<file path="config.mk">
export PLATFORM = sky130hd
export DESIGN_NAME = fifo_wr_ctrl_flat
export DESIGN_NICKNAME = d
export VERILOG_FILES = /design/src/rtl/fifo_wr_ctrl_if.sv /design/src/rtl/fifo_wr_ctrl.sv /design/src/flat_wrapper.sv
export SDC_FILE = /design/constraint.sdc
export NUM_CORES = 1
export LEC_CHECK = 0
export CAP_MARGIN = 20
export CELL_PAD_IN_SITES_DETAIL_PLACEMENT = 1
export CELL_PAD_IN_SITES_GLOBAL_PLACEMENT = 2
export CORE_MARGIN = 4
export CORE_UTILIZATION = 32
export DETAILED_ROUTE_END_ITERATION = 10
export PLACE_DENSITY_LB_ADDON = 0.3
export SETUP_SLACK_MARGIN = 0.02
export SYNTH_ARGS = -nofsm -noshare
export SYNTH_HDL_FRONTEND = slang
export SYNTH_SLANG_ARGS = --single-unit
</file>
<file path="constraint.sdc">
create_clock -name w_clk -period 4.35 [get_ports w_clk]
set_input_delay 0.435 -clock w_clk [delete_from_list [all_inputs] [get_ports w_clk]]
set_output_delay 0.435 -clock w_clk [all_outputs]
set_load 0.01 [all_outputs]
</file>
<file path="src/rtl/fifo_wr_ctrl_if.sv">
// Write-side bus of the async FIFO write controller: client handshake,
// memory write port, cross-domain pointers and status flags.
interface fifo_wr_ctrl_if #(
    parameter int unsigned ADDR_W = 3
);
    logic              w_inc;
    logic [ADDR_W:0]   rd_gptr_async;
    logic [ADDR_W:0]   af_thresh;
    logic              ovf_clr;
    logic              w_en;
    logic [ADDR_W-1:0] w_addr;
    logic [ADDR_W:0]   w_gptr;
    logic              full;
    logic              almost_full;
    logic [ADDR_W:0]   w_count;
    logic              overflow;

    // Client / environment side
    modport master (
        output w_inc, rd_gptr_async, af_thresh, ovf_clr,
        input  w_en, w_addr, w_gptr, full, almost_full, w_count, overflow
    );

    // Controller side
    modport slave (
        input  w_inc, rd_gptr_async, af_thresh, ovf_clr,
        output w_en, w_addr, w_gptr, full, almost_full, w_count, overflow
    );
endinterface

</file>
<file path="src/rtl/fifo_wr_ctrl.sv">
// Write-domain controller of the async FIFO: binary/gray write pointer,
// read-pointer synchroniser, full / almost-full / fill-level and sticky overflow.
module fifo_wr_ctrl #(
    parameter int unsigned ADDR_W      = 3,
    parameter int unsigned SYNC_STAGES = 2
) (
    input  logic           w_clk,
    input  logic           w_rstn,
    fifo_wr_ctrl_if.slave  bus
);
    localparam int unsigned PTR_W = ADDR_W + 1;

    logic [PTR_W-1:0] sync_q [SYNC_STAGES];
    logic [PTR_W-1:0] rq;
    logic [PTR_W-1:0] rbin;
    logic [PTR_W-1:0] wbin;
    logic [PTR_W-1:0] wbin_n;
    logic [PTR_W-1:0] wgray_n;
    logic [PTR_W-1:0] count_n;
    logic [PTR_W-1:0] full_match;
    logic [PTR_W-1:0] w_gptr_q;
    logic [PTR_W-1:0] w_count_q;
    logic             full_q;
    logic             almost_full_q;
    logic             overflow_q;
    logic             w_en_c;

    // Read-pointer synchroniser chain; first flop samples the async input directly
    always_ff @(posedge w_clk or negedge w_rstn) begin
        if (!w_rstn) begin
            for (int unsigned i = 0; i < SYNC_STAGES; i++) begin
                sync_q[i] <= '0;
            end
        end else begin
            sync_q[0] <= bus.rd_gptr_async;
            for (int unsigned i = 1; i < SYNC_STAGES; i++) begin
                sync_q[i] <= sync_q[i-1];
            end
        end
    end

    assign rq = sync_q[SYNC_STAGES-1];

    // Gray-to-binary of the synchronised read pointer (XOR prefix from the MSB)
    always_comb begin
        rbin = '0;
        for (int unsigned i = 0; i < PTR_W; i++) begin
            rbin[i] = ^(rq >> i);
        end
    end

    // Next pointer, next gray, next fill level; full when the gray pointers differ in the top two bits only
    always_comb begin
        w_en_c     = bus.w_inc & ~full_q;
        wbin_n     = wbin + PTR_W'(w_en_c);
        wgray_n    = (wbin_n >> 1) ^ wbin_n;
        count_n    = wbin_n - rbin;
        full_match = {~rq[ADDR_W:ADDR_W-1], rq[ADDR_W-2:0]};
    end

    // Pointer and status registers
    always_ff @(posedge w_clk or negedge w_rstn) begin
        if (!w_rstn) begin
            wbin          <= '0;
            w_gptr_q      <= '0;
            full_q        <= 1'b0;
            w_count_q     <= '0;
            almost_full_q <= 1'b0;
        end else begin
            wbin          <= wbin_n;
            w_gptr_q      <= wgray_n;
            full_q        <= (wgray_n == full_match);
            w_count_q     <= count_n;
            almost_full_q <= (count_n >= bus.af_thresh);
        end
    end

    // Sticky overflow; a new overflow wins over a simultaneous clear
    always_ff @(posedge w_clk or negedge w_rstn) begin
        if (!w_rstn) begin
            overflow_q <= 1'b0;
        end else if (bus.w_inc & full_q) begin
            overflow_q <= 1'b1;
        end else if (bus.ovf_clr) begin
            overflow_q <= 1'b0;
        end
    end

    assign bus.w_en        = w_en_c;
    assign bus.w_addr      = wbin[ADDR_W-1:0];
    assign bus.w_gptr      = w_gptr_q;
    assign bus.full        = full_q;
    assign bus.almost_full = almost_full_q;
    assign bus.w_count     = w_count_q;
    assign bus.overflow    = overflow_q;
endmodule

</file>
<file path="src/flat_wrapper.sv">
// flat-port wrapper written by rule: the top's interface ports become plain ports
module fifo_wr_ctrl_flat 
#(
    parameter int unsigned ADDR_W      = 3,
    parameter int unsigned SYNC_STAGES = 2
)
  (w_clk, w_rstn, bus_w_inc, bus_rd_gptr_async, bus_af_thresh, bus_ovf_clr, bus_w_en, bus_w_addr, bus_w_gptr, bus_full, bus_almost_full, bus_w_count, bus_overflow);
  fifo_wr_ctrl_if #(.ADDR_W(ADDR_W)) bus_i ();
  input  logic w_clk;
  input  logic w_rstn;
  input wire logic [$bits(bus_i.w_inc)-1:0] bus_w_inc;
  input wire logic [$bits(bus_i.rd_gptr_async)-1:0] bus_rd_gptr_async;
  input wire logic [$bits(bus_i.af_thresh)-1:0] bus_af_thresh;
  input wire logic [$bits(bus_i.ovf_clr)-1:0] bus_ovf_clr;
  output wire logic [$bits(bus_i.w_en)-1:0] bus_w_en;
  output wire logic [$bits(bus_i.w_addr)-1:0] bus_w_addr;
  output wire logic [$bits(bus_i.w_gptr)-1:0] bus_w_gptr;
  output wire logic [$bits(bus_i.full)-1:0] bus_full;
  output wire logic [$bits(bus_i.almost_full)-1:0] bus_almost_full;
  output wire logic [$bits(bus_i.w_count)-1:0] bus_w_count;
  output wire logic [$bits(bus_i.overflow)-1:0] bus_overflow;
  assign bus_i.w_inc = bus_w_inc;
  assign bus_i.rd_gptr_async = bus_rd_gptr_async;
  assign bus_i.af_thresh = bus_af_thresh;
  assign bus_i.ovf_clr = bus_ovf_clr;
  assign bus_w_en = bus_i.w_en;
  assign bus_w_addr = bus_i.w_addr;
  assign bus_w_gptr = bus_i.w_gptr;
  assign bus_full = bus_i.full;
  assign bus_almost_full = bus_i.almost_full;
  assign bus_w_count = bus_i.w_count;
  assign bus_overflow = bus_i.overflow;
  fifo_wr_ctrl #(.ADDR_W(ADDR_W), .SYNC_STAGES(SYNC_STAGES)) u_core (.w_clk(w_clk), .w_rstn(w_rstn), .bus(bus_i));
endmodule
</file>
==> results of run 1 <==
cell type report:
type,count,area [µm²]
fill,306,1480
sequential,22,551
multi-input combinational,40,380
timing repair buffer,27,288
tap,31,38.8
inverter,10,37.5
clock inverter,1,30.0
clock buffer,3,22.5
logic make-up after synthesis:
| kind of cell | count (synthesis) | share of synthesized area [%] |
|---|---|---|
| buf+inv | 10 | 3.88 |
| fa+ha+maj | 10 | 13.7 |
| xor+xnor | 16 | 16.0 |
| flops | 22 | 56.8 |
| simple gates | 6 | 3.36 |
| compound gates | 8 | 6.20 |
registers in the layout, summed over array words and instances (netlist names):
signal and cells:
u_core.rq 4, u_core.bus.w_gptr 4, u_core.bus.w_count 4, u_core.bus.almost_full 1
u_core.bus.full 1, u_core.wbin 3, u_core.sync_q 4, u_core.bus.overflow 1
critical path, delay by kind of cell:
kind	cells	cell delay [ps]
buffers and inverters	3	590
AO/OA/AOI/OAI	3	490
adder cells (fa/ha/maj)	4	1410
AND/OR/NAND/NOR	1	150
stage by stage:
stage / std cells / hold slack (ps) / power (µW)
after floorplan: 72 / 139 / 734
after global placement: 129 / 332 / 952
after detailed placement: 129 / 336 / 972
after CTS: 133 / 367 / 1140
after global routing: 134 / 370 / 1220
final: 134 / 363 / 1110
report_power, final:
part	switching [µW]	internal [µW]
combinational	291	340
clock	65.8	93.2
sequential	38.3	283
total	395	715
per-layer routing:
metal	vias to the layer above	part of all wire, %
met4	0	3.3
met1	290	46
met2	21	45
li1	290	-
met5	-	0
met3	5	5.4
worst max path at each step:
stage | slack [ps] | end | start | cells past startpoint
after global routing | 1330 | u_core.bus.almost_full | bus_w_inc | 11
final | 1490 | u_core.bus.almost_full | bus_w_inc | 11
after global placement | 1150 | u_core.bus.almost_full | bus_w_inc | 11
after floorplan | 1680 | u_core.bus.almost_full | bus_w_inc | 10
after CTS | 1490 | u_core.bus.almost_full | bus_w_inc | 11
after detailed placement | 1120 | u_core.bus.almost_full | bus_w_inc | 11
Yosys cell counts, drive strengths merged:
cell type	instances
a211oi	1
a21boi	1
a21o	4
a21oi	1
dfrtp	22
fa	1
ha	9
inv	10
nand2	1
nand2b	1
nand3	2
nor2b	1
o21ai	1
or3	1
xnor2	11
xor2	5
layout by cell type (no fill, tap or decap), drive strengths merged:
cell type,Yosys,final
a21o,4,4
nand2b,1,1
clkdlybuf4s50,0,26
dfrtp,22,22
or3,1,1
buf,0,1
xor2,5,5
ha,9,9
a211oi,1,1
clkbuf,0,3
nand2,1,1
nand3,2,2
xnor2,11,11
fa,1,1
nor2b,1,1
o21ai,1,1
a21boi,1,1
a21oi,1,1
inv,10,10
bufinv,0,1
==> results.md, run 1 <==
* Worst Path Max Fanout at 6
* Ant diodes at 0
* Worst Path Arrival at 3080 ps
* Standard-cell rows at 19
* Final Hold Vio Count at 0
* Setup Buffers After CTS at 0
* Min-delay src: u_core.sync_q[5]
* Post-Synthesis Cells at 72
* CP max-delay cell: fa_1
* RSZ-0062 raised after global routing: false
* Final Util at a little under half
* Area overhead of the layout relative to synthesis at 39.1%
* Synthesis-stage register bit count at 22
* Mapped Nets at 94
* Final ANT Viol Nets at 0
* FF-to-FF End: u_core.bus.almost_full
* CTS Sinks at 22
* Relative slew slack at approximately 76%
* Top Ports at 27
* Final clock skew at approximately 12 ps
* H-tree levels at 1
* Initial Util at around 34%
* Initial antenna violation count at 0
* Dpl ws at roughly 1100 ps
* Worst Hold Class: reg -> reg
* CTS resizes at 0
* Placement-stage cell area at ~1300 µm²
* Final setup viols at 0
* Hold buffers post-CTS at 0
* Pwr Density at around 800 nW/µm²
* Status: complete, no violations
* Post-synthesis sequential area ratio at 56.8%
* Worst-case clock buffer depth at 2
* Die height at between 60 and 70 µm
* DRT Pass-1 Iters at 3
* Max Cap Viol at 0
* First-pass GRT wire length at ~2.8 mm
* FMAX at 0.350 GHz
* Static leakage at ~0.00062 µW
* Fin Setup TNS at 0 ps
* Clk slew on worst S/H paths at between 100 and 150 ps
* CTS tree: built
* Post-synth top area share at 56.8%
* Vias at about 600
* Grt met3 use at between 3 and 4%
* Avg Cell Area, Syn at 13.5 µm²
* Post-Syn Area at around 970 µm²
* Total global-route track usage at roughly a tenth
* Routed Wire Length at between 1.5 and 2 mm
* Unique masters post-synth at 18
* Die Area at 3970 µm²
* Port Buffer Count at 26
* Max rail drop VDD at approximately 0.0003 V
* Final HPWL from detailed placement at 1.30 mm
* Vias/cell at approximately 4.5
* Worst r2r src: u_core.rq[3]
* Total gr overflow at 0
* Crit. End Element: flop
* Worst reg2reg setup slack at 1640 ps
* CTS Root Cell: clkbuf_4
* Met2 Resource Use GR at between 10% and 20%
* Design Area, Final at 1350 µm²
* Placer congestion estimate at around 0.70
* Worst Path Required at 4570 ps
* YS warnings at 0
* Top cells by area, synth: dfrtp_1, ha_1, xnor2_1, inv_1, xor2_1
* GRT Max-Usage Layer: met2
* Fin crit period at 2860 ps
* Critical Path Start Type: primary input
* Post-route DRC at 0
* Final period utilization at around two thirds
* Transition time at the pin with the least slew margin at roughly 350 ps
* Cts bufs inserted at 3
* Pins over their slew limit at 0
* Max incr delay on CP at around 540 ps
* WS Path Type: in -> reg
* Skew-Pair Late Insertion Delay at approximately 320 ps
* Per-cell routed wire length at 12.6 µm
* Die width at ~63 µm
* Fin worst setup slack at roughly 1500 ps
* Largest net degree at the start of global routing at 23
* Cells on worst reg2reg path at 10
* 1st-iter DRT viols at 6
* Synth area leader: dfrtp_1
* Hold Path Cell Cnt at 0
* Crit-path cells: clkdlybuf4s50_1, nor2b_1, ha_1, ha_1, inv_1, fa_1, inv_1, ha_1, a21o_1, a21o_1, a21o_1
* Share of layout cells above drive strength 1 at under 10%
* Number of global-route vias before repair at between 600 and 700
* Met1 Use GR at a little under an eighth
* Core area at ~2800 µm²
* # nets final at 126
* Hold path endpoint: u_core.rq[1]
Note: power is estimated with default switching activity, not from simulation.
==> inputs of run 2 (changes only) <==
--- a/config.mk
+++ b/config.mk
@@ -9,7 +9,7 @@
 export CELL_PAD_IN_SITES_DETAIL_PLACEMENT = 1
 export CELL_PAD_IN_SITES_GLOBAL_PLACEMENT = 2
 export CORE_MARGIN = 4
-export CORE_UTILIZATION = 32
+export CORE_UTILIZATION = 30
 export DETAILED_ROUTE_END_ITERATION = 10
 export PLACE_DENSITY_LB_ADDON = 0.3
 export SETUP_SLACK_MARGIN = 0.02
==> constraint.sdc (replaced) <==
create_clock -name w_clk -period 2.8 [get_ports w_clk]
set_input_delay 0.28 -clock w_clk [delete_from_list [all_inputs] [get_ports w_clk]]
set_output_delay 0.28 -clock w_clk [all_outputs]
set_load 0.01 [all_outputs]
==> results.md, run 2 (synthesis results as in run 1) <==
* RSZ-0062 raised after global routing: false
* Most frequent cells in the layout: clkdlybuf4s50_1, dfrtp_1, xnor2_1, inv_1, ha_1
* Final Hold Vio Count at 0
* Largest net degree at the start of global routing at 23
* Max Cap Viol at 0
* Power Total at 1730 µW
* Crit. End Element: flop
* Area overhead of the layout relative to synthesis at 41.1%
* Dpl cells at between 100 and 150
* Final setup viols at 0
* Number of global-route vias before repair at about 700
* Status: complete, no violations
* CP Launch Point: u_core.rq[3]
* Top Ports at 27
* 1st-iter DRT viols at 5
* Initial Util at 31.5%
* Total gr overflow at 0
* Vias/cell at 4.11
* Initial antenna violation count at 0
* Final period utilization at between 90 and 100%
* CTS Root Cell: clkbuf_4
* Die width at 64.8 µm
* Cells on worst reg2reg path at 10
* Cts bufs inserted at 3
* WS Path Type: reg -> reg
* CTS resizes at 0
* Core area at just over 3000 µm²
* Worst r2r src: u_core.rq[3]
* DRT Pass-1 Iters at 3
* Worst Hold Class: in -> async
* Clk slew on worst S/H paths at ~110 ps
* Design Area, Final at ~1400 µm²
* First-pass GRT wire length at ~3.2 mm
* FMAX at roughly 0.38 GHz
* Max rail drop VDD at between 0.0003 and 0.0004 V
* Routed Wire Length at roughly 1.8 mm
* Total global-route track usage at between 10% and 20%
* # nets final at roughly 130
* Vias at approximately 630
* Die Area at 4200 µm²
* Standard-cell rows at 20
* Skew-Pair Late Insertion Delay at around 300 ps
* Placement-stage cell area at between 1000 and 1500 µm²
* Relative slew slack at 78.0%
* Fin cells at 153
* Die height at ~65 µm
* Commonest non-fill, non-tap cell in the layout: clkdlybuf4s50_1
* Static leakage at around 0.00064 µW
* Pins over their slew limit at 0
* Worst Path Max Fanout at 2
* CTS Sinks at 22
* Critical Path Start Type: flop
* Fin crit period at between 2000 and 3000 ps
* Transition time at the pin with the least slew margin at around 330 ps
* Worst Path Arrival at roughly 2800 ps
* CTS tree: built
* Placer congestion estimate at about 0.74
* Share of layout cells above drive strength 1 at roughly an eighth
* Ant diodes at 0
* Worst-case clock buffer depth at 2
* Pwr Density at approximately 1300 nW/µm²
* Final HPWL from detailed placement at between 1 and 1.5 mm
* Final clock skew at 1.92 ps
* Worst Path Required at approximately 3000 ps
* Post-route DRC at 0
* H-tree levels at 1
* Final ANT Viol Nets at 0
* Port Buffer Count at 26
* Per-cell routed wire length at between 10 and 15 µm
[run 2: power by group]
part	internal (µW)	total [µW]	switching, µW	leakage (µW)
Sequential	439	499	59.5	0.000261
Combinational	607	1090	484	0.000360
Clock	50.2	138	88.0	0.0000138
[run 2: final timing paths]
path	to	slack [ps]
worst max-delay path	u_core.bus.almost_full	190
worst min-delay path	u_core.sync_q[4]	310
worst max register to register	u_core.bus.almost_full	190
worst min register to register	u_core.rq[0]	360
max in group asynchronous	u_core.wbin[1]	2280
min in group w_clk	u_core.rq[0]	360
[run 2: metrics by stage]
step | util (%) | setup slack [ps] | hold slack, ps | TNS (ps)
after floorplan | - | 198 | -15.6 | 0
after global placement | 43.4 | -49.6 | 334 | -49.6
after detailed placement | 43.4 | -136 | 337 | -136
after CTS | 44.1 | 112 | 311 | 0
after global routing | 44.4 | 17.6 | 319 | 0
final | 44.4 | 185 | 309 | 0
[run 2: what timing repair did]
action	4_1_cts	5_1_grt
hold buffers	0	0
setup buffers	0	1
setup endpoints to repair	0	1
[run 2: area by class of cell]
type / instances / area, µm²
inverter: 10 / 37.5
timing repair buffer: 34 / 320
tap: 44 / 55.1
fill: 344 / 1710
multi-input combinational: 40 / 380
clock buffer: 3 / 22.5
sequential: 22 / 551
[run 2: layer usage]
layer	up-vias	global-route usage [%]	part of all wire, %
li1	300	-	-
met5	-	0	0
met3	5	2.77	6.6
met4	0	4.75	2.2
met2	20	17.6	53
met1	304	11.3	38
[run 2: worst max-delay path, cell delays in order (launching register included)]
cell and delay, ps:
dfrtp_1 420, xnor2_1 250, xor2_1 240, xnor2_1 100
ha_1 220, fa_1 500, inv_1 50, ha_1 260
a21o_1 150, a21o_1 160, a21o_1 160
